**src/rtl/alu_op_sequencer.sv**
```systemverilog
// alu_op_sequencer: issue stage in front of the 8-bit ALU.
// Holds the 8 x 8-bit operand register file and accepts one 16-bit
// instruction at a time over a valid/ready handshake. For an ALU op it
// presents the operands, waits ALU_LAT cycles and writes the result back.
// For LOAD_OP it writes data_in into rd without involving the ALU.
// Optional feature: define ZERO_FLAG_EN to add the zero_flag output, which
// is updated on every writeback.
module alu_op_sequencer #(
    parameter int         ALU_LAT = 1,      // 1..7
    parameter logic [3:0] LOAD_OP = 4'hF
) (
    input  logic        clk,
    input  logic        rst,
    input  logic        instr_valid,
    output logic        instr_ready,
    input  logic [15:0] instr,
    input  logic [7:0]  data_in,
    output logic [7:0]  alu_opA,
    output logic [7:0]  alu_opB,
    output logic [3:0]  alu_op,
    output logic        alu_cin,
    input  logic [7:0]  alu_result,
    input  logic        alu_cout,
    output logic [7:0]  data_out,
    output logic        carry_flag,
    output logic        wb_valid,
    output logic        busy
`ifdef ZERO_FLAG_EN
    ,
    output logic        zero_flag
`endif
);

    typedef enum logic [1:0] {
        S_IDLE  = 2'd0,
        S_ISSUE = 2'd1,
        S_WAIT  = 2'd2,
        S_WB    = 2'd3
    } state_t;

    // Counter preload so that WB lands exactly ALU_LAT cycles after ISSUE.
    localparam logic [2:0] CNT_INIT = 3'(ALU_LAT - 1);

    state_t      r_state;
    state_t      w_state_nxt;
    logic [2:0]  r_cnt;
    logic [2:0]  r_rd;
    logic        r_is_load;
    logic [7:0]  r_imm;
    logic [7:0]  r_regs [8];

    logic        w_accept;
    logic [3:0]  w_op;
    logic [2:0]  w_rd;
    logic [2:0]  w_ra;
    logic [2:0]  w_rb;
    logic        w_use_carry;
    logic [1:0]  w_unused_rsvd;
    logic [7:0]  w_wb_data;

    assign w_op          = instr[15:12];
    assign w_rd          = instr[11:9];
    assign w_ra          = instr[8:6];
    assign w_rb          = instr[5:3];
    assign w_unused_rsvd = instr[2:1];
    assign w_use_carry   = instr[0];

    assign instr_ready = (r_state == S_IDLE);
    assign busy        = (r_state != S_IDLE);
    assign w_accept    = instr_valid && instr_ready;
    assign w_wb_data   = r_is_load ? r_imm : alu_result;

    // State register.
    always_ff @(posedge clk) begin
        if (rst) begin
            r_state <= S_IDLE;
        end else begin
            r_state <= w_state_nxt;
        end
    end

    // Next-state decode; loads skip the ALU entirely.
    always_comb begin
        w_state_nxt = r_state;
        case (r_state)
            S_IDLE: begin
                if (w_accept) begin
                    w_state_nxt = (w_op == LOAD_OP) ? S_WB : S_ISSUE;
                end
            end
            S_ISSUE: begin
                w_state_nxt = (CNT_INIT == 3'd0) ? S_WB : S_WAIT;
            end
            S_WAIT: begin
                if (r_cnt <= 3'd1) begin
                    w_state_nxt = S_WB;
                end
            end
            S_WB: begin
                w_state_nxt = S_IDLE;
            end
            default: begin
                w_state_nxt = S_IDLE;
            end
        endcase
    end

    // Latency counter: preloaded in ISSUE, counted down through WAIT.
    always_ff @(posedge clk) begin
        if (rst) begin
            r_cnt <= 3'd0;
        end else if (r_state == S_ISSUE) begin
            r_cnt <= CNT_INIT;
        end else if (r_state == S_WAIT) begin
            r_cnt <= r_cnt - 3'd1;
        end
    end

    // Capture the instruction at accept; ALU outputs hold until the next ALU accept.
    always_ff @(posedge clk) begin
        if (rst) begin
            r_rd      <= 3'd0;
            r_is_load <= 1'b0;
            r_imm     <= 8'h00;
            alu_opA   <= 8'h00;
            alu_opB   <= 8'h00;
            alu_op    <= 4'h0;
            alu_cin   <= 1'b0;
        end else if (w_accept) begin
            r_rd      <= w_rd;
            r_is_load <= (w_op == LOAD_OP);
            if (w_op == LOAD_OP) begin
                r_imm <= data_in;
            end else begin
                alu_opA <= r_regs[w_ra];
                alu_opB <= r_regs[w_rb];
                alu_op  <= w_op;
                alu_cin <= w_use_carry ? carry_flag : 1'b0;
            end
        end
    end

    // Writeback at the edge closing the WB cycle; loads leave the carry alone.
    always_ff @(posedge clk) begin
        if (rst) begin
            for (int i = 0; i < 8; i++) begin
                r_regs[i] <= 8'h00;
            end
            data_out   <= 8'h00;
            carry_flag <= 1'b0;
`ifdef ZERO_FLAG_EN
            zero_flag  <= 1'b0;
`endif
        end else if (r_state == S_WB) begin
            r_regs[r_rd] <= w_wb_data;
            data_out     <= w_wb_data;
            if (!r_is_load) begin
                carry_flag <= alu_cout;
            end
`ifdef ZERO_FLAG_EN
            zero_flag    <= (w_wb_data == 8'h00);
`endif
        end
    end

    // wb_valid is high for exactly the WB cycle.
    always_ff @(posedge clk) begin
        if (rst) begin
            wb_valid <= 1'b0;
        end else begin
            wb_valid <= (w_state_nxt == S_WB);
        end
    end

endmodule

```
**config.mk**
```make
export PLATFORM = sky130hd
export DESIGN_NAME = alu_op_sequencer
export DESIGN_NICKNAME = d
export VERILOG_FILES = /design/src/rtl/alu_op_sequencer.sv
export SDC_FILE = /design/constraint.sdc
export NUM_CORES = 1
export LEC_CHECK = 0
export BUFFER_PORTS_ARGS = -buffer_cell sky130_fd_sc_hd__buf_2
export CORE_MARGIN = 4
export CORE_UTILIZATION = 44
export CTS_CLUSTER_DIAMETER = 100
export CTS_CLUSTER_SIZE = 30
export DETAILED_ROUTE_END_ITERATION = 10
export GPL_TIMING_DRIVEN = 0
export PLACE_DENSITY_LB_ADDON = 0.25
export SLEW_MARGIN = 20
export SYNTH_ARGS = -nofsm -noshare
export SYNTH_HDL_FRONTEND = slang
export SYNTH_SLANG_ARGS = --single-unit
```
**constraint.sdc**
```tcl
create_clock -name clk -period 1.6 [get_ports clk]
set_input_delay 0 -clock clk [delete_from_list [all_inputs] [get_ports clk]]
set_output_delay 0 -clock clk [all_outputs]
set_load 0.05 [all_outputs]
```
==> results of run 1 <==
[cell families (layout without fill, tap and decap cells)]
kind of cell             Yosys count  in the layout  share of synthesized area [%]
multiplexers                      57             57                           19.5
flip-flops                       112            112                           55.3
buffers and inverters             36            132                           3.91
XOR/XNOR                           2              2                          0.336
AND/OR/NAND/NOR                  133            133                           11.3
adder cells (fa/ha/maj)            6              6                           1.44
AO/OA/AOI/OAI                     71             71                           8.30
[per-layer routing]
layer  up-vias  wire, um
met5         -         0
met4         0       480
met3        35       731
met2       137      6890
met1      1893      5260
li1       1756         -
[Yosys cell counts (all sizes together), types with 5 or more instances]
library cell | count | area, um^2
mux2i | 25 | 250
nand2b | 8 | 50.1
ha | 6 | 75.1
clkbuf | 13 | 48.8
a211oi | 25 | 188
edfxtp | 64 | 1920
inv | 5 | 18.8
mux4 | 32 | 766
nand2 | 11 | 41.3
buf | 18 | 136
nand3 | 12 | 60.1
nor2 | 82 | 310
o21ai | 9 | 45.0
nor3 | 8 | 40.0
dfxtp | 48 | 961
a21oi | 32 | 160
[what timing repair did]
action	CTS	global route
setup buffers	2	2
cloned	0	0
hold buffers	17	0
setup endpoints to repair	163	141
endpoints found under the hold margin	17	0
pin swaps	1	0
gates resized for setup	42	22
[power breakdown]
group	total, uW	internal (uW)	switching, uW
Sequential	3560	3350	206
Combinational	2670	895	1780
Clock	2310	1260	1050
[metrics by stage]
step | instances | area, um^2
finish | 656 | 6450
global route | 656 | 6450
CTS | 655 | 6370
detailed placement | 620 | 5710
global placement | 620 | 5710
floorplan | 417 | 5230
[layout make-up]
type | count | share of cell area (%)
clock inverters | 4 | 0.524
inverters | 5 | 0.291
flip-flops and latches | 112 | 44.7
well taps | 143 | 2.77
multi-input cells | 269 | 36.3
repair buffers | 81 | 7.76
clock buffers | 12 | 4.33
plain buffers | 30 | 3.24
[state kept, by name, summed over array words and instances, names as in the netlist, 2 cells and up]
| name | flops |
|---|---|
| r_state | 2 |
| r_cnt | 3 |
| alu_op | 4 |
| alu_opB | 8 |
| r_imm | 8 |
| alu_opA | 8 |
| r_regs | 64 |
| data_out | 8 |
| r_rd | 3 |
[worst paths after layout]
kind                            cells after the start            to  slack (ns)
worst max register to register                      3  r_regs[0][4]       -0.05
worst max-delay path                                3  r_regs[0][4]       -0.05
worst min-delay path                                3    alu_opB[7]        0.09
worst min register to register                      2       alu_cin        0.48
[cells in the final DEF (no fill, tap or decap), drive strengths merged]
master and instances:
a2111oi 1, a211oi 25, a21bo 1, a21oi 32, a31oi 1, and2 1
and3b 1, and4 1, buf 82, clkbuf 24, clkinv 3, clkinvlp 1
dfxtp 48, dlygate4sd3 17, edfxtp 64, ha 6, inv 5, mux2i 25
mux4 32, nand2 11, nand2b 8, nand3 12, nand4 3, nor2 82
nor2b 3, nor3 8, nor3b 2, nor4bb 1, o211ai 1, o21ai 9
o21bai 1, xnor2 1, xor2 1
[worst max-delay path, cell delays in order (launching register included)]
cell and delay [ns]:
dfxtp_1 0.31, buf_2 0.33, mux2i_2 0.64, nor2_1 0.09
==> results.toml, run 1 <==
[worst_setup_path]
arrival_ns = 1.74
r2r_start = "r_is_load"
cp-start-kind = "register"
required_ns = 1.69
startpoint = "r_is_load"
critical_path_class = "reg -> reg"
critPathMaxFanout = 10
worstSetupEndpointType = "register"

[floorplan]
core.rowCount = 39
initial_core_util_pct = 45.3
fp.dieH_um = 117
num_io_pins = 69
core_mm2 = 0.0115
die_x_um = 117
die-area_mm2 = 0.0137

[cells_and_area]
final.fill_count = 954
final_layout_size_suffix_gt1_share_pct = 30.8
nets = 550
antennaDiodeCount = 0
post-route-util_pct = 56.0
multi_input_area_mm2 = 0.00234
syn_to_final_growth_pct = 23.7
seqCellArea_mm2 = 0.00289

[pwr]
power_uw = 8540
irDropWorstVdd_mv = 0.518
cellPowerDensity_mw_per_mm2 = 1320
leakage_uw = 0.00253

[sta]
min_period_ns = 1.65
hold_ws_ns = 0.0936
maxSlewViolCount = 0
slew-limit-headroom_pct = 55.0
final_hold_viol_count = 0
fin_crit_sh_pct = 103
finalSetupTns_ns = -0.703
clock.fmax_ghz = 0.605
rsz0062_at_grt = "true"
setup_viol = 31
fin_ws_ns = -0.0532
fin_skew_ns = 0.0112
max_slew.worst_pin.slew_ns = 0.662

[grt]
grtUsageMet2_pct = 35.5
grt_max_degree = 19
use_met3_pct = 3.34
grt_antenna_before_repair = 0
overflow = 0
grt-busiest-layer = "met2"
grt_pass1_wl_mm = 20.8
first_global_vias = 3951
grt_use_met1_pct = 24.9
grt_usage_pct = 20.5

[route]
wl_mm = 13.4
via_per_inst = 5.82
drtAntennaViolNets = 0
first_pass_iters = 5
wl_per_cell_um = 20.4
drtIter0Drc = 273
route.detailed.drc = 0
num_vias = 3821

[run_status]
violations = "setup timing"
outcome = "finished, violations left"

[cts]
cts.clk_slew.worst_paths_ns = 0.08
cts_buffer_depth = 2
insertion_delay_ns = 0.36
htreeDepth = 3
cts_tree = "done"
cts_sinks = 112
cts_made_buffers = 9
cts-root-buf = "clkbuf_16"

[min_path]
hp-class = "in -> reg"
worstHoldStart = "instr[4]"

[yosys]
synth_nets = 459
synth_cell_types = 36
synthCells = 417
yosysWarnings = 0
synth.avg_cell_area_um2 = 12.5
syn_area_mm2 = 0.00522
synth-edff-count = 64
synthFlopType = "edfxtp_1"
async_flop_share_pct = 0
synth_seq_cells = 112
ys_seq_area_share_pct = 55.3

[place]
dp_slack_ns = -0.592
io_buffer_count = 60
dp_hpwl_mm = 9.54
place_congestion = 0.783

[job]
cap_violations = 0
Power figures use the tool's default switching activity.
==> run 2: changes to the inputs <==
--- a/config.mk
+++ b/config.mk
@@ -6,8 +6,10 @@
 export NUM_CORES = 1
 export LEC_CHECK = 0
 export BUFFER_PORTS_ARGS = -buffer_cell sky130_fd_sc_hd__buf_2
+export CELL_PAD_IN_SITES_DETAIL_PLACEMENT = 1
+export CELL_PAD_IN_SITES_GLOBAL_PLACEMENT = 1
 export CORE_MARGIN = 4
-export CORE_UTILIZATION = 44
+export CORE_UTILIZATION = 42
 export CTS_CLUSTER_DIAMETER = 100
 export CTS_CLUSTER_SIZE = 30
 export DETAILED_ROUTE_END_ITERATION = 10
==> results.toml, run 2 (synthesis results as in run 1) <==
[run_status]
outcome = "complete, no violations"

[floorplan]
num_io_pins = 69
core.rowCount = 40
fp.dieH_um = 119
die-area_mm2 = 0.0143
die_x_um = 119
core_mm2 = 0.0121
initial_core_util_pct = 43.2

[route]
route.detailed.drc = 0
wl_per_cell_um = 22.2
drtIter0Drc = 271
drtAntennaViolNets = 0
first_pass_iters = 4
wl_mm = 15.2
via_per_inst = 5.57
num_vias = 3813

[cts]
insertion_delay_ns = 0.35
cts_tree = "done"
cts_sinks = 112
cts_made_buffers = 9
cts_buffer_depth = 2
cts.clk_slew.worst_paths_ns = 0.07
cts-root-buf = "clkbuf_16"
htreeDepth = 3

[pwr]
comb_power_share_pct = 33.3
sw_frac_of_total_pct = 35.8
irDropWorstVdd_mv = 0.626
cellInternalPower_uw = 5650
pwr-share-seq_pct = 40.4
leakage_uw = 0.00257
cellPowerDensity_mw_per_mm2 = 1320
switchingPower_uw = 3150
clkPwrFrac_pct = 26.3

[cells_and_area]
post-route-util_pct = 55.1
syn_to_final_growth_pct = 27.4
final_common_cell = "nor2_1"
final_layout_size_suffix_gt1_share_pct = 31.1
largest-register = "r_regs"
nets = 554
seqCellArea_mm2 = 0.00289
layout_common_cells = "81 x nor2_1, 66 x buf_2, 64 x edfxtp_1"
multi_input_area_mm2 = 0.00242
final.fill_count = 1228
largest_reg_flops = 64
antennaDiodeCount = 0

[worst_setup_path]
worstPathCellList = "ha_4 > nor2b_2 > buf_4 > nand2_4 > nand2b_4"
critPathMaxFanout = 9
cp-start-kind = "register"
worstSetupEndpointType = "register"
required_ns = 1.66
crit_family = "simple AND/OR/NAND/NOR gates"
crit_path_top_delay_cell = "dfxtp_2"
critical_path_class = "reg -> reg"
worst-path-buf-inv = 1
critPathMaxStageDelay_ns = 0.38
arrival_ns = 1.62

[place]
dp_hpwl_mm = 10.7
place_congestion = 0.839
dp_slack_ns = -0.604
io_buffer_count = 60

[grt]
grt_usage_pct = 21.4
grt_max_degree = 18
grt_pass1_wl_mm = 22.7
grt_antenna_before_repair = 0
overflow = 0
first_global_vias = 3983

[sta]
setup_viol = 0
fin_crit_sh_pct = 97.4
slew-limit-headroom_pct = 56.0
fin_ws_ns = 0.0417
final_hold_viol_count = 0
maxSlewViolCount = 0
fin_skew_ns = 0.00551
clock.fmax_ghz = 0.642
min_period_ns = 1.56
max_slew.worst_pin.slew_ns = 0.660

[min_path]
hp-class = "in -> reg"

[job]
cap_violations = 0
==> run 2: changes by cell type in the layout (fill, tap and decap cells not counted), sizes merged <==
cell      change
inv           +1
clkinvlp      -1
clkbuf        +1
buf           +3
bufinv        +1
clkinv        -1
==> run 2: repair_timing <==
| item | in CTS | in global routing |
|---|---|---|
| hold buffers | 17 | 0 |
| endpoints found under the setup margin | 168 | 140 |
| gates resized for setup | 56 | 23 |
| pin swaps | 2 | 1 |
| cloned | 0 | 0 |
| buffers inserted | 2 | 5 |
| hold endpoints to repair | 17 | 0 |
==> run 2: metrics by stage <==
stage | cell area [um^2] | TNS [ns] | hold WS (ns) | total power [uW] | instances
2_1_floorplan | 5230 | 0 | 0.136 | 5440 | 417
3_3_place_gp | 5740 | -45.90 | 0.236 | 6030 | 645
3_5_place_dp | 5750 | -52.31 | 0.246 | 6130 | 645
4_1_cts | 6450 | -4.80 | 0.101 | 8630 | 680
5_1_grt | 6650 | -0.485 | 0.0963 | 9180 | 685
6_report | 6650 | 0 | 0.0751 | 8800 | 685
==> run 2: layout make-up <==
type	count	area share, %
plain buffers	31	3.45
repair buffers	84	8.81
inverters	5	0.282
multi-input cells	269	36.4
well taps	168	3.16
clock buffers	12	3.71
flip-flops and latches	112	43.4
clock inverters	4	0.791
==> run 2: worst register-to-register path: cells and delay by family, from the launching register on <==
family	cells	cell delay (ns)
flip-flops	1	0.38
AND/OR/NAND/NOR	3	0.49
adder cells (fa/ha/maj)	1	0.20
buffers and inverters	1	0.19
==> run 2: power groups by stage <==
stage | sequential [uW] | clock, uW | combinational, uW
global route | 3590 | 2470 | 3120
floorplan | 4130 | 0 | 1310
detailed placement | 3590 | 0 | 2540
finish | 3560 | 2310 | 2930
CTS | 3540 | 2340 | 2750
global placement | 3570 | 0 | 2460
==> run 2: worst paths after layout <==
check | start | end | slack, ns | depth (start not counted)
max reg2reg | r_state[1] | r_regs[1][0] | 0.04 | 5
max | r_state[1] | r_regs[1][0] | 0.04 | 5
min reg2reg | alu_cin | alu_cin | 0.48 | 2
min | alu_result[3] | r_regs[4][3] | 0.08 | 3
==> run 2: metal layers <==
layer | GRT usage (%) | vias up | share of wire [%]
li1 | - | 1755 | -
met1 | 27.6 | 1936 | 44
met4 | 7.37 | 0 | 1.7
met2 | 36.4 | 104 | 50
met3 | 3.70 | 18 | 4.5
met5 | 0 | - | 0
==> run 3: changes to the inputs <==
--- a/config.mk
+++ b/config.mk
@@ -8,6 +8,7 @@
 export BUFFER_PORTS_ARGS = -buffer_cell sky130_fd_sc_hd__buf_2
 export CELL_PAD_IN_SITES_DETAIL_PLACEMENT = 1
 export CELL_PAD_IN_SITES_GLOBAL_PLACEMENT = 1
+export CORE_ASPECT_RATIO = 1.25
 export CORE_MARGIN = 4
 export CORE_UTILIZATION = 42
 export CTS_CLUSTER_DIAMETER = 100
==> constraint.sdc (replaced) <==
create_clock -name clk -period 1.6 [get_ports clk]
set_input_delay 0.32 -clock clk [delete_from_list [all_inputs] [get_ports clk]]
set_output_delay 0.32 -clock clk [all_outputs]
set_load 0.05 [all_outputs]
==> results.toml, run 3 (synthesis results as in run 1) <==
[run_status]
outcome = "complete, no violations"

[worst_setup_path]
crit_family = "flip-flops"
worstPathCellList = "inv_2 > ha_4 > buf_2"
critPathMaxFanout = 5
r2r_slack_ns = 0.06
cp-start-kind = "register"
worst-path-buf-inv = 2
worstSetupEndpointType = "output port"
critPathMaxStageDelay_ns = 0.37
arrival_ns = 1.27
r2r_start = "r_is_load"
critical_path_class = "reg -> out"
crit_path_top_delay_cell = "dfxtp_4"
required_ns = 1.28
startpoint = "r_state[0]"

[pwr]
pwr-share-seq_pct = 40.5
leakage_uw = 0.00249
irDropWorstVdd_mv = 0.622
cellInternalPower_uw = 5610
clkPwrFrac_pct = 27.2
comb_power_share_pct = 32.3
cellPowerDensity_mw_per_mm2 = 1370
sw_frac_of_total_pct = 36.5
switchingPower_uw = 3220

[min_path]
hp-class = "in -> reg"
worstHoldStart = "instr[9]"

[cells_and_area]
syn_to_final_growth_pct = 23.5
layout_common_cells = "81 x nor2_1, 66 x buf_2, 64 x edfxtp_1"
final_cell_count_no_fill = 664
final_common_cell = "nor2_1"
antennaDiodeCount = 0
largest_reg_flops = 64
final_layout_size_suffix_gt1_share_pct = 32.8
nets = 537
largest-register = "r_regs"

[grt]
overflow = 0
grt_max_degree = 22
first_global_vias = 3997
grt_antenna_before_repair = 0
grt_pass1_wl_mm = 22.9
grt_usage_pct = 21.6

[cts]
ctsHoldBuffers = 0
cts_sinks = 112
cts_tree = "done"
cts.clk_slew.worst_paths_ns = 0.08
cts_made_buffers = 9
htreeDepth = 3
cts_buffer_depth = 2
cts-root-buf = "clkbuf_16"
insertion_delay_ns = 0.36

[sta]
finalSetupTns_ns = 0
slew-limit-headroom_pct = 56.6
fin_crit_sh_pct = 99.5
min_period_ns = 1.59
max_slew.worst_pin.slew_ns = 0.650
fin_skew_ns = 0.0125
rsz0062_at_grt = "true"
final_hold_viol_count = 0
maxSlewViolCount = 0
setup_viol = 0
clock.fmax_ghz = 0.628

[route]
route.detailed.drc = 0
num_vias = 3772
drtIter0Drc = 180
wl_per_cell_um = 22.5
wl_mm = 14.9
via_per_inst = 5.68
first_pass_iters = 4
drtAntennaViolNets = 0

[floorplan]
die_x_um = 108
die-area_mm2 = 0.0143
core.rowCount = 45
num_io_pins = 69
core_mm2 = 0.0122
fp.dieH_um = 133
initial_core_util_pct = 42.9

[place]
dp_cells = 641
place_congestion = 0.901
io_buffer_count = 60
dp_hpwl_mm = 10.7

[job]
cap_violations = 0
-- run 3: path summary, 6_finish.rpt --
| kind | end | cells past startpoint |
|---|---|---|
| setup / recovery | instr_ready | 3 |
| hold / removal | r_rd[0] | 3 |
| setup reg to reg | r_regs[1][7] | 3 |
| hold reg to reg | alu_cin | 2 |
-- run 3: repair_timing --
action                                 CTS  global route
endpoints found under the hold margin    0             0
setup endpoints to repair              166           130
gates resized for setup                 53            21
gates cloned                             0             0
pin swaps                                2             5
setup buffers                            6             2
-- run 3: per-stage QoR --
step | util, % | cell area, um^2 | setup slack [ns] | hold WS [ns] | power, uW
finish | 53.0 | 6440 | 0.00848 | 0.203 | 8830
detailed placement | 47.3 | 5750 | -0.705 | 0.476 | 6140
global route | 53.0 | 6440 | -0.0358 | 0.211 | 9230
CTS | 52.3 | 6360 | -0.0309 | 0.200 | 8750
global placement | 47.2 | 5740 | -0.691 | 0.461 | 6040
floorplan | - | 5230 | 0.00324 | 0.454 | 5440
-- run 3: tightest hold or removal path, delay by kind of cell --
kind	cells	cell delay (ns)
and+or+nand+nor	1	0.05
AOI/OAI and AO/OA	1	0.05
buffers and inverters	1	0.10
-- run 3: power groups by stage --
stage          Sequential [uW]  Combinational, uW  Clock (uW)
3_3_place_gp              3570               2470           0
4_1_cts                   3540               2790        2420
3_5_place_dp              3590               2550           0
6_report                  3570               2850        2410
5_1_grt                   3620               3050        2570
2_1_floorplan             4130               1310           0
-- run 3: layout make-up --
cell class / count / area [um^2]
inverter: 5 / 18.8
clock buffer: 9 / 225
clock inverter: 7 / 90.1
tap: 164 / 205
sequential: 112 / 2890
timing repair buffer: 68 / 392
fill: 1263 / 5720
multi-input combinational: 269 / 2400
buffer: 30 / 216
-- run 3: layer usage --
layer	wire length, um	vias up	part of all wire (%)	track usage, %
met2	8080	95	54	38.3
met1	5720	1922	38	25.9
met4	403	0	2.7	9.40
li1	-	1733	-	-
met5	0	-	0	0
met3	725	22	4.9	3.12
